File: config.mk
export PLATFORM = sky130hd
export DESIGN_NAME = board_shuffler
export DESIGN_NICKNAME = d
export VERILOG_FILES = /design/src/rtl/board_shuffler.sv
export SDC_FILE = /design/constraint.sdc
export NUM_CORES = 1
export LEC_CHECK = 0
export BUFFER_PORTS_ARGS = -buffer_cell sky130_fd_sc_hd__buf_2
export CORE_MARGIN = 10
export CORE_UTILIZATION = 47
export CTS_CLUSTER_DIAMETER = 40
export CTS_CLUSTER_SIZE = 10
export DETAILED_ROUTE_END_ITERATION = 6
export GPL_TIMING_DRIVEN = 1
export PLACE_DENSITY = 0.86
export SLEW_MARGIN = 20
export SYNTH_ARGS = -nofsm -noshare
export SYNTH_HDL_FRONTEND = slang
export SYNTH_SLANG_ARGS = --single-unit
File: constraint.sdc
create_clock -name CLK -period 2.1 [get_ports CLK]
set_clock_uncertainty 0.1 [all_clocks]
set_input_delay 0.21 -clock CLK [delete_from_list [all_inputs] [get_ports CLK]]
set_output_delay 0.21 -clock CLK [all_outputs]
set_load 0.02 [all_outputs]
File: src/rtl/board_shuffler.sv
// Board shuffler: loads the canonical 32-square layout, optionally Fisher-Yates shuffles it
// with a 16-bit Galois LFSR, then streams it out one square per cycle. Define SHUFFLE_EN for the shuffle.
module board_shuffler (
    input  logic        CLK,
    input  logic        RESET,
    input  logic        start,
    input  logic [15:0] seed,
    output logic [4:0]  board_out_addr,
    output logic [4:0]  board_out_piece,
    output logic        board_change_en,
    output logic        busy,
    output logic        done
);

    // state  | meaning
    // IDLE   | waiting for start
    // LOAD   | canonical layout written, LFSR seeded, i=31
    // DRAW   | LFSR steps; candidate j accepted when j<=i
    // SWAP   | arr[i] <-> arr[j], then i-- or move to EMIT
    // EMIT   | one square per cycle, k = 0..31
    // DONE   | one-cycle done pulse
    typedef enum logic [2:0] {
        S_IDLE,
        S_LOAD,
        S_DRAW,
        S_SWAP,
        S_EMIT,
        S_DONE
    } state_t;

    localparam logic [2:0] T_P = 3'b001;
    localparam logic [2:0] T_C = 3'b010;
    localparam logic [2:0] T_N = 3'b011;
    localparam logic [2:0] T_R = 3'b100;
    localparam logic [2:0] T_B = 3'b101;
    localparam logic [2:0] T_Q = 3'b110;
    localparam logic [2:0] T_K = 3'b111;

    state_t     state_q;
    logic [4:0] k_q;
    logic [4:0] arr_q [32];
    logic [4:0] addr_q;
    logic [4:0] piece_q;
    logic       en_q;
    logic       done_q;

    // Rows 0 and 3 are back ranks, rows 1 and 2 pawn ranks; squares below 16 are black.
    function automatic logic [4:0] canon_piece(input logic [4:0] a);
        logic [2:0] t;
        logic       back;
        back = (a[4] == a[3]);
        t    = T_P;
        if (back) begin
            case (a[2:0])
                3'd0, 3'd7: t = T_R;
                3'd1, 3'd6: t = T_N;
                3'd2, 3'd5: t = T_B;
                3'd3:       t = T_Q;
                default:    t = T_K;
            endcase
        end else begin
            case (a[2:0])
                3'd3, 3'd4: t = T_C;
                3'd5:       t = T_Q;
                default:    t = T_P;
            endcase
        end
        return {~a[4], t, 1'b0};
    endfunction

`ifdef SHUFFLE_EN
    localparam logic [15:0] LFSR_MASK    = 16'hB400;
    localparam logic [15:0] LFSR_DEFAULT = 16'hACE1;

    logic [15:0] lfsr_q;
    logic [15:0] lfsr_d;
    logic [4:0]  i_q;
    logic [4:0]  j_q;
    logic [4:0]  j_cand;

    function automatic logic [4:0] cover_mask(input logic [4:0] v);
        logic [4:0] m;
        m = v | (v >> 1);
        m = m | (m >> 2);
        m = m | (m >> 4);
        return m;
    endfunction

    always_comb begin
        lfsr_d = {1'b0, lfsr_q[15:1]} ^ (lfsr_q[0] ? LFSR_MASK : 16'h0000);
        j_cand = lfsr_q[4:0] & cover_mask(i_q);
    end
`else
    logic unused_seed;
    assign unused_seed = ^seed;
`endif

    always_ff @(posedge CLK) begin
        if (RESET) begin
            state_q <= S_IDLE;
            k_q     <= 5'd0;
            addr_q  <= 5'd0;
            piece_q <= 5'd0;
            en_q    <= 1'b0;
            done_q  <= 1'b0;
`ifdef SHUFFLE_EN
            lfsr_q  <= LFSR_DEFAULT;
            i_q     <= 5'd0;
            j_q     <= 5'd0;
`endif
        end else begin
            en_q    <= 1'b0;
            done_q  <= 1'b0;
            addr_q  <= 5'd0;
            piece_q <= 5'd0;
            case (state_q)
                S_IDLE: begin
                    if (start) begin
                        state_q <= S_LOAD;
                    end
                end
                S_LOAD: begin
                    for (int n = 0; n < 32; n++) begin
                        arr_q[n] <= canon_piece(5'(n));
                    end
                    k_q <= 5'd0;
`ifdef SHUFFLE_EN
                    i_q     <= 5'd31;
                    lfsr_q  <= (seed == 16'h0000) ? LFSR_DEFAULT : seed;
                    state_q <= S_DRAW;
`else
                    state_q <= S_EMIT;
`endif
                end
`ifdef SHUFFLE_EN
                S_DRAW: begin
                    lfsr_q <= lfsr_d;
                    if (j_cand <= i_q) begin
                        j_q     <= j_cand;
                        state_q <= S_SWAP;
                    end
                end
                S_SWAP: begin
                    arr_q[i_q] <= arr_q[j_q];
                    arr_q[j_q] <= arr_q[i_q];
                    if (i_q == 5'd1) begin
                        k_q     <= 5'd0;
                        state_q <= S_EMIT;
                    end else begin
                        i_q     <= i_q - 5'd1;
                        state_q <= S_DRAW;
                    end
                end
`endif
                S_EMIT: begin
                    en_q    <= 1'b1;
                    addr_q  <= k_q;
                    piece_q <= arr_q[k_q];
                    if (k_q == 5'd31) begin
                        state_q <= S_DONE;
                    end else begin
                        k_q <= k_q + 5'd1;
                    end
                end
                S_DONE: begin
                    done_q  <= 1'b1;
                    state_q <= S_IDLE;
                end
                default: begin
                    state_q <= S_IDLE;
                end
            endcase
        end
    end

    assign board_change_en = en_q;
    assign board_out_addr  = addr_q;
    assign board_out_piece = piece_q;
    assign done            = done_q;
    assign busy            = (state_q != S_IDLE);

endmodule
=== After elaboration in Yosys (flattened, before gate mapping) ===
Memories as Yosys holds them, arrays and structs flattened. A register that Yosys moved wholly into a read port is not among the register bits.
Cells that the tools add are included.

* Add/subtract/negate cells: 1
* Equal/unequal tests: 7
* Muxes and demuxes: 24
* Bitwise logic cells: 1
* Reductions and logical operators: 6

{| class="wikitable"
|+ Operators with widths
! operator !! number
|-
| two-way mux 3 bit || 16
|-
| one-hot mux 5 bit (2 select lines) || 1
|-
| one-hot mux 3 bit (3 select lines) || 1
|-
| == test 3 bit, second input constant || 2
|-
| inequality test 2 bit, second input constant || 3
|-
| adder 5 x 1 -> 5 bit, second input constant || 1
|-
| == test 5 bit, second input constant || 1
|-
| two-way mux 1 bit || 5
|-
| two-way mux 5 bit || 1
|-
| AND reduction 2 bit || 2
|-
| == test 3 x 1 -> 1 bit, second input constant || 1
|-
| logical NOT 3 bit || 1
|-
| nonzero test 3 bit || 1
|-
| nonzero test 2 bit || 1
|-
| OR reduction 2 bit || 1
|-
| inverter 1 bit || 1
|}

* Register bits: 20
* Memory bits (writable): 128
* Input bits: 19
* Output and inout bits: 13
* Memories: 1

{| class="wikitable"
|+ Memories
! memory !! words !! width !! read ports !! clocked after Yosys merged registers in !! wr ports !! RTL line !! source
|-
| arr_q || 32 || 4 || 1 || 1 || 32 || 41 || <nowiki>logic [4:0] arr_q [32];</nowiki>
|}

=== Logic depth before layout (Yosys ltp) ===
Gate-level depths: netlist of the first run.

* Word-level depth: 4
* Gate-level depth with buffers: 6
* Gate-level depth less buffers: 6

=== Worst setup path after synthesis of the first run ===
Ideal clock, no wire load.

* Path type: register to register
* Start: reg k_q[1]
* End: reg k_q[3]
* Library setup time: 0.066 ns
* Arrival: 1.563 ns
* Setup slack: 0.371 ns
* Cell stages (with the launch flop): 7
* Path buffers: 0
* Cell sequence: dfxtp_1 > ha_1 > and3_2 > ha_1 > nand4b_1 > mux2_4 > a21oi_2

* Cells in the longest elaborated chain, start to end: 3
* Elaborated cells on any way between the ends: 6
* Classes of those cells: add/sub: 1; eq/ne: 2; mux: 2; reduce/logical: 1

{| class="wikitable"
|+ RTL lines
! what !! RTL line !! source
|-
| start: declaration || 40 || <nowiki>logic [4:0] k_q;</nowiki>
|-
| start signal: assignment || 162 || <nowiki>k_q <= k_q + 5'd1;</nowiki>
|-
| adder 5 x 1 -> 5 bit / == test 5 bit (equally long branches) || 162, 159 ||
|-
| two-way mux 5 bit / inequality test 2 bit (equally long branches) || - ||
|-
| one-hot mux 5 bit (2 select lines) / AND reduction 2 bit (equally long branches) || - ||
|}

Parallel ways exist; a longest one is shown, timed or not. The select of a mux whose other input is x is not followed.
A chain may end at the register's enable or synchronous reset.

=== Worst setup path in the final report of the first run ===
* Start: reg k_q[0]
* End: reg k_q[3]

Same word-level chain as after synthesis.

==> impl_metrics.env, run 1 <==
export IMPL_cts_resized=0
export IMPL_yosysTopAreaCell="dfxtp_1"
export IMPL_synth_seq_cells=18
export IMPL_dieHeight_microns=63.4
export IMPL_ys_flop_type="dfxtp_1"
export IMPL_wire_per_inst_microns=12.7
export IMPL_vias=651
export IMPL_coreArea_sq_mm=0.00176
export IMPL_ant_nets=0
export IMPL_setup_viol=0
export IMPL_leakagePower_nw=0.468
export IMPL_synth_xor_area_share_pct=1.83
export IMPL_critical_path_class="flip-flop to flip-flop"
export IMPL_synth_mux_area_share_pct=5.78
export IMPL_synth_top_area_share_pct=40.6
export IMPL_io_buffer_count=14
export IMPL_grt_overflow_total=0
export IMPL_syn2layout_area_growth_pct=13.7
export IMPL_ys_async_sr_fraction_pct=0
export IMPL_cp_cell_sequence="ha_1 > and3_2 > ha_1 > nand4b_1 > mux2_4 > a21oi_2"
export IMPL_rsz0062_at_grt="no"
export IMPL_maxSlewViolCount=0
export IMPL_die_w_microns=63.4
export IMPL_total_power_w=0.000948
export IMPL_cp_slowest_stage_delay_ns=0.37
export IMPL_grt_max_degree=13
export IMPL_drcViolationCount=0
export IMPL_syn_area_sq_um=887
export IMPL_numCtsBuffers=3
export IMPL_cts_sinks=18
export IMPL_fp_row_count=15
export IMPL_ios=32
export IMPL_crit_arrival_ns=2.02
export IMPL_ir_drop_v=0.000726
export IMPL_start_kind="flip-flop"
export IMPL_fin_ws_ns=0.220
export IMPL_antennaDiodeCount=0
export IMPL_clkTransAtPathRegs_ns=0.10
export IMPL_status="finished, final reports clean"
export IMPL_cpMaxStageDelayCell="dfxtp_1"
export IMPL_ys_warnings_count=0
export IMPL_fin_crit_sh_pct=89.5
export IMPL_hp_class="primary input to flip-flop"
export IMPL_dr_pass1_iters=4
export IMPL_grt_pass1_wl_mm=3.03
export IMPL_postCtsHoldBufs=0
export IMPL_timing_fmax_ghz=0.532
export IMPL_synth_cell_types=33
export IMPL_synth_compound_area_share_pct=9.03
export IMPL_syn_nets=121
export IMPL_synthAdderAreaFrac_pct=15.5
export IMPL_drive_gt1_share_pct=24.3
export IMPL_maxCapViolations=0
export IMPL_cts_max_level=1
export IMPL_clk_insertion_delay_late_ns=0.29
export IMPL_nets=138
export IMPL_path_buf_inv=0
export IMPL_hold_viol=0
export IMPL_path_max_fanout=5
export IMPL_die_area_sq_mm=0.00403
export IMPL_wirelength_mm=1.67
export IMPL_drtIter0Drc=8
export IMPL_start_util_pct=50.3
export IMPL_crit_family="adder cells"
export IMPL_grt_pass1_vias=742
export IMPL_grt_use_total_pct=9.22
export IMPL_cp_common_cell="ha_1"
export IMPL_fin_util_pct=57.2
export IMPL_root_buffer="clkbuf_4"
export IMPL_gp_congestion=0.770
export IMPL_syn_avg_cell_area_sq_um=9.75
export IMPL_via_per_inst=4.93
export IMPL_syn_inst=91
export IMPL_place_hpwl_mm=1.32
export IMPL_synthSimpleGateAreaFrac_pct=21.2
export IMPL_synth_edf_count=0
export IMPL_p_per_area_mw_per_mm2=940
export IMPL_fin_crit_ns=1.88
export IMPL_synth_top_family_by_area="simple AND/OR/NAND/NOR gates"
export IMPL_finalSetupTns_ns=0
export IMPL_clk_path_buf_depth=2
export IMPL_antenna_found_initial=0
export IMPL_cts_tree="done"
export IMPL_fillers=187
export IMPL_yosys_top_cells_area="dfxtp_1, ha_1, nor2_1"
export IMPL_cts_setup_buffers=0
export IMPL_ys_seq_area_share_pct=40.6
export IMPL_pre_cts_ws_ns=0.255
export IMPL_crit_required_ns=2.24
export IMPL_hold_worst_slack_ns=0.103
export IMPL_cp_end_kind="flip-flop"
[registers in the layout (all words and copies together) (netlist names)]
signal           count
board_out_addr       5
board_out_piece      4
state_q              2
done                 1
board_change_en      1
k_q                  5
[layer usage]
layer	track usage (%)	up-vias	wire [microns]
met3	5.65	4	156
met1	8.01	298	680
met5	0	-	0
met2	16.6	17	817
li1	-	332	-
met4	3.83	0	18
[cell type report]
class                           count  area [sq um]  area share [%]
Tap cell                           25          31.3            3.10
Timing Repair Buffer               15          77.6            7.69
Sequential cell                    18           360            35.7
Clock buffer                        4          36.3            3.60
Inverter                            7          26.3            2.61
Multi-Input combinational cell     63           477            47.3
[through the flow]
step,cell area [sq um],std cells
after floorplan,887,91
after global routing,1010,132
after CTS,1010,132
final,1010,132
after detailed placement,972,128
after global placement,972,128
[cell usage in the layout (no fill, tap or decap), types with 2 or more instances in the layout]
master / Yosys / layout
o21ai_1: 2 / 2
and2_1: 2 / 2
nor2b_1: 2 / 2
a21oi_1: 5 / 5
a211oi_1: 2 / 2
dfxtp_1: 18 / 18
nand4b_1: 3 / 3
nand2b_1: 3 / 3
nand2_1: 5 / 5
inv_1: 6 / 6
ha_1: 11 / 11
nor3_1: 3 / 3
nor2_1: 8 / 8
buf_2: 1 / 14
clkbuf_4: 0 / 3
nand3_1: 2 / 2
[path summary, 6_finish.rpt]
check,start,endpoint,slack (ns),cells after the start
worst min register to register,k_q[4],board_out_piece[4],0.42,1
worst max register to register,k_q[0],k_q[3],0.22,6
worst max-delay path,k_q[0],k_q[3],0.22,6
worst min-delay path,RESET,k_q[3],0.10,2
[synthesized netlist by cell type, drive strengths merged, types with 3 or more instances]
master,n
a21oi,6
and2,3
buf,3
dfxtp,18
ha,11
inv,7
nand2,5
nand2b,4
nand4b,3
nor2,8
nor3,3
o21ai,3
[cells by family after synthesis]
kind of cell,after synthesis
compound gates,13
xor+xnor,1
fa+ha+maj,11
buf+inv,10
flops,18
mux,3
other cells,1
simple gates,34
[power by group]
| group | switching (W) | leakage, nW | total, W | internal (W) |
|---|---|---|---|---|
| clock | 0.000104 | 0.0210 | 0.000209 | 0.000106 |
| combinational | 0.000213 | 0.302 | 0.000325 | 0.000112 |
| sequential | 0.0000311 | 0.146 | 0.000414 | 0.000382 |
| total | 0.000348 | 0.468 | 0.000948 | 0.000601 |
No activity file was read; power rests on OpenSTA's default activity.
==> run 2, diff against run 1 <==
--- a/config.mk
+++ b/config.mk
@@ -6,8 +6,10 @@
 export NUM_CORES = 1
 export LEC_CHECK = 0
 export BUFFER_PORTS_ARGS = -buffer_cell sky130_fd_sc_hd__buf_2
+export CELL_PAD_IN_SITES_DETAIL_PLACEMENT = 0
+export CELL_PAD_IN_SITES_GLOBAL_PLACEMENT = 1
 export CORE_MARGIN = 10
-export CORE_UTILIZATION = 47
+export CORE_UTILIZATION = 35
 export CTS_CLUSTER_DIAMETER = 40
 export CTS_CLUSTER_SIZE = 10
 export DETAILED_ROUTE_END_ITERATION = 6
==> impl_metrics.env, run 2 (same netlist as run 1, synthesis figures left out) <==
export IMPL_ant_nets=0
export IMPL_coreArea_sq_mm=0.00245
export IMPL_final_area_sq_mm=0.00102
export IMPL_hold_viol=0
export IMPL_via_per_inst=4.76
export IMPL_setup_viol=0
export IMPL_io_buffer_count=14
export IMPL_hp_class="primary input to flip-flop"
export IMPL_numCtsBuffers=3
export IMPL_gp_congestion=0.741
export IMPL_cp_slowest_stage_delay_ns=0.38
export IMPL_postCtsHoldBufs=0
export IMPL_start_util_pct=36.1
export IMPL_fillers=254
export IMPL_placed_area_sq_um=986
export IMPL_rsz0062_at_grt="no"
export IMPL_grt_max_degree=12
export IMPL_cts_setup_buffers=0
export IMPL_fin_cells=138
export IMPL_fin_crit_ns=1.85
export IMPL_grt_pass1_wl_mm=2.85
export IMPL_fin_crit_sh_pct=88.1
export IMPL_die_area_sq_mm=0.00495
export IMPL_wire_per_inst_microns=11.7
export IMPL_fp_row_count=18
export IMPL_p_per_area_mw_per_mm2=928
export IMPL_critical_path_class="flip-flop to flip-flop"
export IMPL_total_power_w=0.000949
export IMPL_wirelength_mm=1.61
export IMPL_antennaDiodeCount=0
export IMPL_cp_cell_sequence="ha_1 > and3_2 > ha_1 > nand4b_1 > mux2_4 > a21oi_2"
export IMPL_final_common_cell="dfxtp_1"
export IMPL_ir_drop_v=0.000614
export IMPL_drcViolationCount=0
export IMPL_syn2layout_area_growth_pct=15.2
export IMPL_fin_util_pct=41.6
export IMPL_antenna_found_initial=0
export IMPL_placed_cells=134
export IMPL_place_hpwl_mm=1.23
export IMPL_path_max_fanout=5
export IMPL_maxSlewViolCount=0
export IMPL_crit_family="adder cells"
export IMPL_clk_insertion_delay_late_ns=0.29
export IMPL_start_kind="flip-flop"
export IMPL_drive_gt1_share_pct=25.0
export IMPL_cp_common_cell="ha_1"
export IMPL_vias=657
export IMPL_cts_tree="done"
export IMPL_ios=32
export IMPL_cpMaxStageDelayCell="dfxtp_1"
export IMPL_cts_resized=0
export IMPL_dieHeight_microns=70.3
export IMPL_maxCapViolations=0
export IMPL_crit_arrival_ns=1.99
export IMPL_root_buffer="clkbuf_4"
export IMPL_clkTransAtPathRegs_ns=0.10
export IMPL_clk_path_buf_depth=2
export IMPL_status="finished, final reports clean"
export IMPL_drtIter0Drc=31
export IMPL_die_w_microns=70.3
export IMPL_cts_max_level=1
export IMPL_cp_end_kind="flip-flop"
export IMPL_final_cell_mix="dfxtp_1, buf_2, ha_1, nor2_1, inv_1"
export IMPL_grt_overflow_total=0
export IMPL_grt_use_total_pct=6.70
export IMPL_path_buf_inv=0
export IMPL_dr_pass1_iters=4
export IMPL_nets=139
export IMPL_crit_required_ns=2.24
export IMPL_finalSetupTns_ns=0
export IMPL_timing_fmax_ghz=0.540
export IMPL_cts_sinks=18
export IMPL_grt_pass1_vias=666
export IMPL_leakagePower_nw=0.474
## run 2: changes by cell type in the layout (fill, tap and decap cells not counted), sizes merged
cell,delta
buf,+1
## run 2: area by class of cell
class | count | area (sq um) | area share (%)
flip-flops and latches | 18 | 360 | 35.3
clock buffers | 4 | 36.3 | 3.55
multi-input cells | 63 | 477 | 46.6
well taps | 30 | 37.5 | 3.67
inverters | 7 | 26.3 | 2.57
repair buffers | 16 | 85.1 | 8.32
## run 2: per-stage QoR
| step | hold WS (ns) | setup slack [ns] |
|---|---|---|
| final | 0.0974 | 0.249 |
| after detailed placement | 0.387 | 0.256 |
| after global placement | 0.394 | 0.265 |
| after CTS | 0.0944 | 0.221 |
| after global routing | 0.0886 | 0.173 |
| after floorplan | 0.356 | 0.371 |
## run 2: path summary, 6_finish.rpt
check | from | to | slack [ns] | depth (start not counted)
setup reg to reg | k_q[0] | k_q[3] | 0.25 | 6
setup / recovery | k_q[0] | k_q[3] | 0.25 | 6
hold / removal | RESET | k_q[3] | 0.1 | 2
hold reg to reg | k_q[4] | board_out_piece[4] | 0.41 | 1
## run 2: per-layer routing
layer / GRT usage [%] / share of wire (%) / vias to the layer above
met5: 0 / 0 / -
met4: 0.658 / 0.50 / 0
met3: 4.52 / 8.5 / 2
met2: 11.3 / 47 / 17
met1: 6.94 / 44 / 300
li1: - / - / 338
## run 2: report_power, final
group          total, W  switching [W]  internal, W
Clock          0.000213       0.000107     0.000106
Combinational  0.000322       0.000210     0.000112
Sequential     0.000414      0.0000319     0.000383
Total          0.000949       0.000349     0.000600
==> run 3, diff against run 2 <==
--- a/config.mk
+++ b/config.mk
@@ -8,13 +8,14 @@
 export BUFFER_PORTS_ARGS = -buffer_cell sky130_fd_sc_hd__buf_2
 export CELL_PAD_IN_SITES_DETAIL_PLACEMENT = 0
 export CELL_PAD_IN_SITES_GLOBAL_PLACEMENT = 1
+export CORE_ASPECT_RATIO = 0.7
 export CORE_MARGIN = 10
 export CORE_UTILIZATION = 35
 export CTS_CLUSTER_DIAMETER = 40
 export CTS_CLUSTER_SIZE = 10
 export DETAILED_ROUTE_END_ITERATION = 6
 export GPL_TIMING_DRIVEN = 1
-export PLACE_DENSITY = 0.86
+export PLACE_DENSITY = 0.77
 export SLEW_MARGIN = 20
 export SYNTH_ARGS = -nofsm -noshare
 export SYNTH_HDL_FRONTEND = slang
==> impl_metrics.env, run 3 (same netlist as run 1, synthesis figures left out) <==
export IMPL_crit_required_ns=2.25
export IMPL_cp_end_kind="flip-flop"
export IMPL_gp_congestion=0.761
export IMPL_fin_crit_ns=1.89
export IMPL_drive_gt1_share_pct=25.0
export IMPL_io_buffer_count=14
export IMPL_start_util_pct=36.4
export IMPL_grt_pass1_vias=593
export IMPL_path_max_fanout=5
export IMPL_coreArea_sq_mm=0.00244
export IMPL_wire_per_inst_microns=11.4
export IMPL_fp_row_count=15
export IMPL_vias=648
export IMPL_cp_cell_sequence="ha_1 > and3_2 > ha_1 > nand4b_1 > mux2_4 > a21oi_2"
export IMPL_clk_path_buf_depth=2
export IMPL_critical_path_class="flip-flop to flip-flop"
export IMPL_drtIter0Drc=5
export IMPL_final_common_cell="dfxtp_1"
export IMPL_finalSetupTns_ns=0
export IMPL_dieHeight_microns=62.1
export IMPL_cts_setup_buffers=0
export IMPL_setup_viol=0
export IMPL_leakagePower_nw=0.474
export IMPL_cp_slowest_stage_delay_ns=0.39
export IMPL_grt_pass1_wl_mm=2.67
export IMPL_syn2layout_area_growth_pct=15.8
export IMPL_start_kind="flip-flop"
export IMPL_final_cell_mix="dfxtp_1, buf_2, ha_1, nor2_1, inv_1"
export IMPL_cts_resized=0
export IMPL_grt_use_total_pct=6.59
export IMPL_clk_insertion_delay_late_ns=0.30
export IMPL_die_area_sq_mm=0.00498
export IMPL_rsz0062_at_grt="no"
export IMPL_hp_class="primary input to flip-flop"
export IMPL_p_per_area_mw_per_mm2=921
export IMPL_postCtsHoldBufs=0
export IMPL_die_w_microns=80.2
export IMPL_timing_fmax_ghz=0.530
export IMPL_fin_cells=142
export IMPL_fin_util_pct=42.1
export IMPL_drcViolationCount=0
export IMPL_cpMaxStageDelayCell="dfxtp_1"
export IMPL_nets=139
export IMPL_placed_cells=138
export IMPL_cts_max_level=1
export IMPL_antennaDiodeCount=0
export IMPL_status="finished, final reports clean"
export IMPL_total_power_w=0.000946
export IMPL_via_per_inst=4.56
export IMPL_fillers=246
export IMPL_maxSlewViolCount=0
export IMPL_cp_common_cell="ha_1"
export IMPL_dr_pass1_iters=3
export IMPL_hold_worst_slack_ns=0.0884
export IMPL_ios=32
export IMPL_cts_sinks=18
export IMPL_ant_nets=0
export IMPL_root_buffer="clkbuf_4"
export IMPL_grt_max_degree=12
export IMPL_cts_tree="done"
export IMPL_maxCapViolations=0
export IMPL_hold_viol=0
export IMPL_wirelength_mm=1.62
export IMPL_grt_overflow_total=0
export IMPL_clkTransAtPathRegs_ns=0.11
export IMPL_fin_crit_sh_pct=89.8
export IMPL_antenna_found_initial=0
export IMPL_crit_arrival_ns=2.03
export IMPL_numCtsBuffers=3
export IMPL_place_hpwl_mm=1.25
export IMPL_ir_drop_v=0.000469
run 3: cell counts in the layout (fill, tap and decap cells not counted):
No cell type changed its count.
run 3: worst max-delay path, delay by kind of cell (launching register included):
family | cells | cell delay (ns)
compound gates | 1 | 0.10
fa+ha+maj | 2 | 0.47
flops | 1 | 0.39
mux | 1 | 0.34
simple gates | 2 | 0.44
run 3: where the power goes:
| group | switching, W | internal [W] | leakage (nW) | total [W] |
|---|---|---|---|---|
| Sequential | 0.0000323 | 0.000382 | 0.146 | 0.000415 |
| Clock | 0.000106 | 0.000106 | 0.0210 | 0.000212 |
| Combinational | 0.000208 | 0.000112 | 0.307 | 0.000320 |
| Total | 0.000346 | 0.000600 | 0.474 | 0.000946 |
run 3: final cells by class:
type | instances | area [sq um] | share of cell area (%)
clock buffer | 4 | 36.3 | 3.53
inverter | 7 | 26.3 | 2.56
tap | 34 | 42.5 | 4.14
multi-input combinational | 63 | 477 | 46.4
timing repair buffer | 16 | 85.1 | 8.28
sequential | 18 | 360 | 35.1
run 3: metal layers:
layer	vias up	global-route usage [%]	wire, microns
met3	2	4.45	171
met2	18	8.70	610
li1	339	-	-
met1	289	7.79	820
met4	0	3.29	20
met5	-	0	0
run 3: final timing paths:
path | startpoint | endpoint | slack [ns] | cells past startpoint
worst max-delay path | k_q[0] | k_q[3] | 0.21 | 6
worst min-delay path | RESET | k_q[3] | 0.09 | 2
worst max register to register | k_q[0] | k_q[3] | 0.21 | 6
worst min register to register | k_q[3] | k_q[3] | 0.45 | 2
run 3: stage by stage:
stage	area [sq um]	setup WS (ns)
after floorplan	887	0.371
after global placement	991	0.275
after detailed placement	991	0.243
after CTS	1030	0.214
after global routing	1030	0.139
final	1030	0.213
